`src/rtl/dmem_lsu.sv`:
```
// dmem_lsu: RV32I load/store unit driving a word-addressed data memory, with sub-word extraction, RMW for SB/SH and fault detection
module dmem_lsu #(
    parameter int ADDR_WIDTH = 15
) (
    input  logic        clk,
    input  logic        rst_n,
    input  logic        req_valid,
    output logic        req_ready,
    input  logic        req_store,
    input  logic [2:0]  req_funct3,
    input  logic [31:0] req_addr,
    input  logic [31:0] req_wdata,
    output logic        resp_valid,
    output logic [31:0] resp_rdata,
    output logic        resp_misaligned,
    output logic        resp_illegal,
    output logic        is_load,
    output logic        is_store,
    output logic [31:0] mem_addr,
    output logic [31:0] store_data,
    input  logic [31:0] load_data
);
    localparam int AW = ADDR_WIDTH + 2;
    typedef enum logic [2:0] {IDLE, LOAD, STORE, RMW_RD, RMW_WR, RESP} state_t;
    state_t      state_q, state_d;
    logic        st_q, st_d, mis_q, mis_d, ill_q, ill_d;
    logic [2:0]  f3_q, f3_d;
    logic [AW-1:0] addr_q, addr_d;
    logic [31:0] wdata_q, wdata_d, word_q, word_d, rdata_q, rdata_d;
    logic [31:0] merged, ext;
    logic [7:0]  ld_b;
    logic [15:0] ld_h;
    logic        illegal, misaligned, unused_addr;
    assign unused_addr = ^req_addr[31:AW];
    assign illegal    = req_store ? (req_funct3 >= 3'd3) : (req_funct3 == 3'd3 || req_funct3 >= 3'd6);
    assign misaligned = (req_funct3[1:0] == 2'd1 && req_addr[0]) || (req_funct3[1:0] == 2'd2 && req_addr[1:0] != 2'd0);
    assign ld_b = load_data[{addr_q[1:0], 3'b000} +: 8];
    assign ld_h = load_data[{addr_q[1], 4'b0000} +: 16];
    assign ext  = f3_q[1:0] == 2'd0 ? {{24{~f3_q[2] & ld_b[7]}}, ld_b} :
                  f3_q[1:0] == 2'd1 ? {{16{~f3_q[2] & ld_h[15]}}, ld_h} : load_data;
    always_comb begin
        merged = word_q;
        if (f3_q[0]) merged[{addr_q[1], 4'b0000} +: 16] = wdata_q[15:0];
        else merged[{addr_q[1:0], 3'b000} +: 8] = wdata_q[7:0];
    end
    assign req_ready       = state_q == IDLE;
    assign resp_valid      = state_q == RESP;
    assign resp_rdata      = rdata_q;
    assign resp_misaligned = mis_q;
    assign resp_illegal    = ill_q;
    assign is_load         = state_q == LOAD || state_q == RMW_RD;
    assign is_store        = state_q == STORE || state_q == RMW_WR;
    assign mem_addr        = {{(32 - ADDR_WIDTH){1'b0}}, addr_q[AW-1:2]};
    assign store_data      = state_q == STORE ? wdata_q : state_q == RMW_WR ? merged : 32'd0;
    always_comb begin
        state_d = state_q;
        st_d    = st_q;
        f3_d    = f3_q;
        addr_d  = addr_q;
        wdata_d = wdata_q;
        word_d  = word_q;
        rdata_d = rdata_q;
        mis_d   = mis_q;
        ill_d   = ill_q;
        case (state_q)
            IDLE: if (req_valid) begin
                st_d    = req_store;
                f3_d    = req_funct3;
                addr_d  = req_addr[AW-1:0];
                wdata_d = req_wdata;
                if (illegal || misaligned) begin
                    rdata_d = 32'd0;
                    ill_d   = illegal;
                    mis_d   = !illegal;
                    state_d = RESP;
                end else begin
                    state_d = !req_store ? LOAD : req_funct3 == 3'd2 ? STORE : RMW_RD;
                end
            end
            LOAD: begin
                rdata_d = ext;
                mis_d   = 1'b0;
                ill_d   = 1'b0;
                state_d = RESP;
            end
            RMW_RD: begin
                word_d  = load_data;
                state_d = RMW_WR;
            end
            STORE, RMW_WR: begin
                rdata_d = 32'd0;
                mis_d   = 1'b0;
                ill_d   = 1'b0;
                state_d = RESP;
            end
            default: state_d = IDLE;
        endcase
    end
    always_ff @(posedge clk or negedge rst_n) begin
        if (!rst_n) begin
            state_q <= IDLE;
            st_q    <= 1'b0;
            f3_q    <= 3'd0;
            addr_q  <= '0;
            wdata_q <= 32'd0;
            word_q  <= 32'd0;
            rdata_q <= 32'd0;
            mis_q   <= 1'b0;
            ill_q   <= 1'b0;
        end else begin
            state_q <= state_d;
            st_q    <= st_d;
            f3_q    <= f3_d;
            addr_q  <= addr_d;
            wdata_q <= wdata_d;
            word_q  <= word_d;
            rdata_q <= rdata_d;
            mis_q   <= mis_d;
            ill_q   <= ill_d;
        end
    end
endmodule
```
`config.mk`:
```
export PLATFORM = sky130hd
export DESIGN_NAME = dmem_lsu
export DESIGN_NICKNAME = d
export VERILOG_FILES = /design/src/rtl/dmem_lsu.sv
export SDC_FILE = /design/constraint.sdc
export NUM_CORES = 1
export LEC_CHECK = 0
export CAP_MARGIN = 20
export CORE_MARGIN = 1.5
export CORE_UTILIZATION = 48
export CTS_CLUSTER_SIZE = 20
export DETAILED_ROUTE_END_ITERATION = 8
export GPL_ROUTABILITY_DRIVEN = 0
export PLACE_DENSITY = 0.85
export REMOVE_ABC_BUFFERS = 1
export SYNTH_ARGS = -nofsm -noshare
export SYNTH_HDL_FRONTEND = slang
export SYNTH_SLANG_ARGS = --single-unit
```
`constraint.sdc`:
```
create_clock -name clk -period 3 [get_ports clk]
set_input_delay 0.45 -clock clk [delete_from_list [all_inputs] [get_ports clk]]
set_output_delay 0.45 -clock clk [all_outputs]
set_load 0.05 [all_outputs]
```
==> impl_metrics.env <==
export IMPL_status="complete, no violations"
export IMPL_holdWs_ps=79.1
export IMPL_n_antenna_cell=0
export IMPL_core_area_um2=14000
export IMPL_postPlaceCellArea_um2=8910
export IMPL_rows=43
export IMPL_design_area_um2=9530
export IMPL_path_cells="clkinv_1 -> ha_2 -> nand2_1 -> nor3_4 -> buf_4 -> a221o_1 -> a32o_1 -> buf_12"
export IMPL_fmax_ghz=0.345
export IMPL_wl_mm=20.1
export IMPL_timing_final_crit_share_pct=96.7
export IMPL_drv_slew=0
export IMPL_grt_setup_unrepaired="false"
export IMPL_route_detailed_drc=0
export IMPL_cts_tree="built"
export IMPL_fill_cells=987
export IMPL_pin_count=205
export IMPL_crit_family="buffers and inverters"
export IMPL_io_buffers=172
export IMPL_die_x_um=123
export IMPL_start_kind="register"
export IMPL_insertion_delay_ps=420
export IMPL_worst_slew_pin_slew_ps=750
export IMPL_finish_net_count=828
export IMPL_dieArea_um2=15200
export IMPL_synthArstFlopShare_pct=100
export IMPL_syn_area_um2=6940
export IMPL_min_path_type="in2async"
export IMPL_finalCoreUtilization_pct=68.1
export IMPL_synth_ff_type="dfrtp_1"
export IMPL_finalWorstSetupSlack_ps=98.6
export IMPL_cp_depth=8
export IMPL_final_setup_skew_ps=5.74
export IMPL_synth_edf_count=0
export IMPL_max_stage_delay_ps=430
export IMPL_dp_cells=877
export IMPL_leakage_nw=4.03
export IMPL_powerDensity_nw_per_um2=1250
export IMPL_antenna_found_initial=0
export IMPL_grt_pass1_vias=5669
export IMPL_max_vdd_ir_drop_v=0.000754
export IMPL_p_total_mw=12.0
export IMPL_final_min_clock_period_ps=2900
export IMPL_grt_total_usage_pct=27.6
export IMPL_wire_per_inst_um=22.0
export IMPL_die_y_um=123
export IMPL_ys_warnings_count=0
export IMPL_clkTransAtPathRegs_ps=60
export IMPL_vias_per_cell=6.18
export IMPL_cp_end_kind="output pin"
export IMPL_synth_seq_cells=121
export IMPL_grt_first_pass_wirelength_mm=31.1
export IMPL_drt_iter0_drc=485
export IMPL_start_util_pct=49.6
export IMPL_crit_type="reg2out"
export IMPL_slowest_stage="ha_2"
export IMPL_reg2regPathDepth=5
export IMPL_grt_overflow=0
export IMPL_worstPathArrival_ps=2450
export IMPL_dp_slack_ps=104
export IMPL_drive_above_1_share_pct=28.3
export IMPL_tns_ps=0
export IMPL_syn_inst=564
export IMPL_cts_root_buf="clkbuf_16"
export IMPL_drv_cap=0
export IMPL_required_ps=2550
export IMPL_cts_buffers=17
export IMPL_htree_levels=4
export IMPL_finalNonFillerCells=912
export IMPL_grt_max_degree=67
export IMPL_seq_area_frac_synth_pct=43.7
export IMPL_cp_max_fo=5
export IMPL_dp_hpwl_mm=14.0
export IMPL_ant_nets=0
export IMPL_area_delta_synth_final_pct=37.4
export IMPL_setup_viol=0
export IMPL_mostFrequentLayoutCell="clkdlybuf4s50_1"
export IMPL_final_cell_mix="clkdlybuf4s50_1 (138), dfrtp_1 (119), nand2_1 (42)"
export IMPL_cts_sinks=121
export IMPL_dr_total_vias=5634
export IMPL_ys_types=57
export IMPL_avgSynthCellArea_um2=12.3
export IMPL_maxSlewHeadroom_pct=50.0
export IMPL_hold_viol=0
export IMPL_cts_buffer_depth=2
export IMPL_crit_buf_inv=3
export IMPL_firstDrtPassIters=5
[routing by layer]
metal  up-vias  GRT usage [%]  part of all wire (%)
met4         0           13.1                   4.3
li1       2407              -                     -
met5         -              0                     0
met2       347           44.1                    47
met3        72           6.78                   8.9
met1      2808           35.4                    40
[final timing paths]
kind / start / endpoint / slack (ps)
worst min-delay path: rst_n / addr_q[3]$_DFFE_PN0P_ / 80
worst min register to register: resp_rdata[9]$_DFFE_PN0P_ / resp_rdata[9]$_DFFE_PN0P_ / 490
worst max-delay path: addr_q[1]$_DFFE_PN0P_ / store_data[12] / 100
max in group asynchronous: rst_n / resp_rdata[1]$_DFFE_PN0P_ / 2110
min in group clk: resp_rdata[9]$_DFFE_PN0P_ / resp_rdata[9]$_DFFE_PN0P_ / 490
worst max register to register: addr_q[1]$_DFFE_PN0P_ / resp_rdata[7]$_DFFE_PN0P_ / 560
[cell usage after synthesis (16+ instances only)]
master | count | area share (%)
nand2b_1 | 19 | 1.7
clkbuf_1 | 17 | 0.92
a221o_1 | 31 | 4.5
dfrtp_1 | 121 | 44
nand2_1 | 42 | 2.3
mux2_4 | 40 | 8.7
buf_4 | 35 | 3.8
o2bb2ai_1 | 16 | 2.0
mux2_2 | 32 | 5.2
a32o_1 | 26 | 3.8
a22o_2 | 16 | 2.3
mux2i_1 | 25 | 3.6
[cell type report]
cell class,count,area [µm²],share of cell area [%]
Clock buffer,30,544,5.71
Clock inverter,1,5.00,0.0525
Inverter,13,48.8,0.512
Multi-Input combinational cell,371,3400,35.7
Sequential cell,121,3030,31.8
Tap cell,180,225,2.36
Timing Repair Buffer,196,2280,23.9
[power breakdown]
group	switching [mW]	internal [mW]
sequential	0.717	2.35
clock	0.688	1.20
combinational	3.82	3.19
[flip-flops by register name, indices dropped and copies added (netlist names)]
name,count
resp_rdata,32
wdata_q,32
resp_illegal,1
word_q,32
resp_misaligned,1
state_q,3
f3_q,3
addr_q,17
[cells by family (layout without fill, tap and decap cells)]
group,Yosys count,in the layout,synth area share (%)
simple gates,97,97,7.83
compound gates,144,144,18.5
mux,108,108,20.4
buf+inv,88,240,8.68
fa+ha+maj,5,5,0.902
other cells,1,17,0.0541
flops,121,121,43.7
[worst register-to-register path, stage by stage, from the launching register on]
cell and delay [ps]:
dfrtp_2 370, buf_6 230, buf_4 440, mux2_2 430
a2111oi_0 610, o2bb2ai_1 210
[timing repair]
action | 4_1_cts | 5_1_grt
hold buffers | 0 | 0
resized for setup | 2 | 7
setup endpoints to repair | 17 | 22
endpoints found under the hold margin | 0 | 0
buffers inserted | 4 | 0
pin swaps | 2 | 0
No activity file was read; power rests on OpenSTA's default activity.
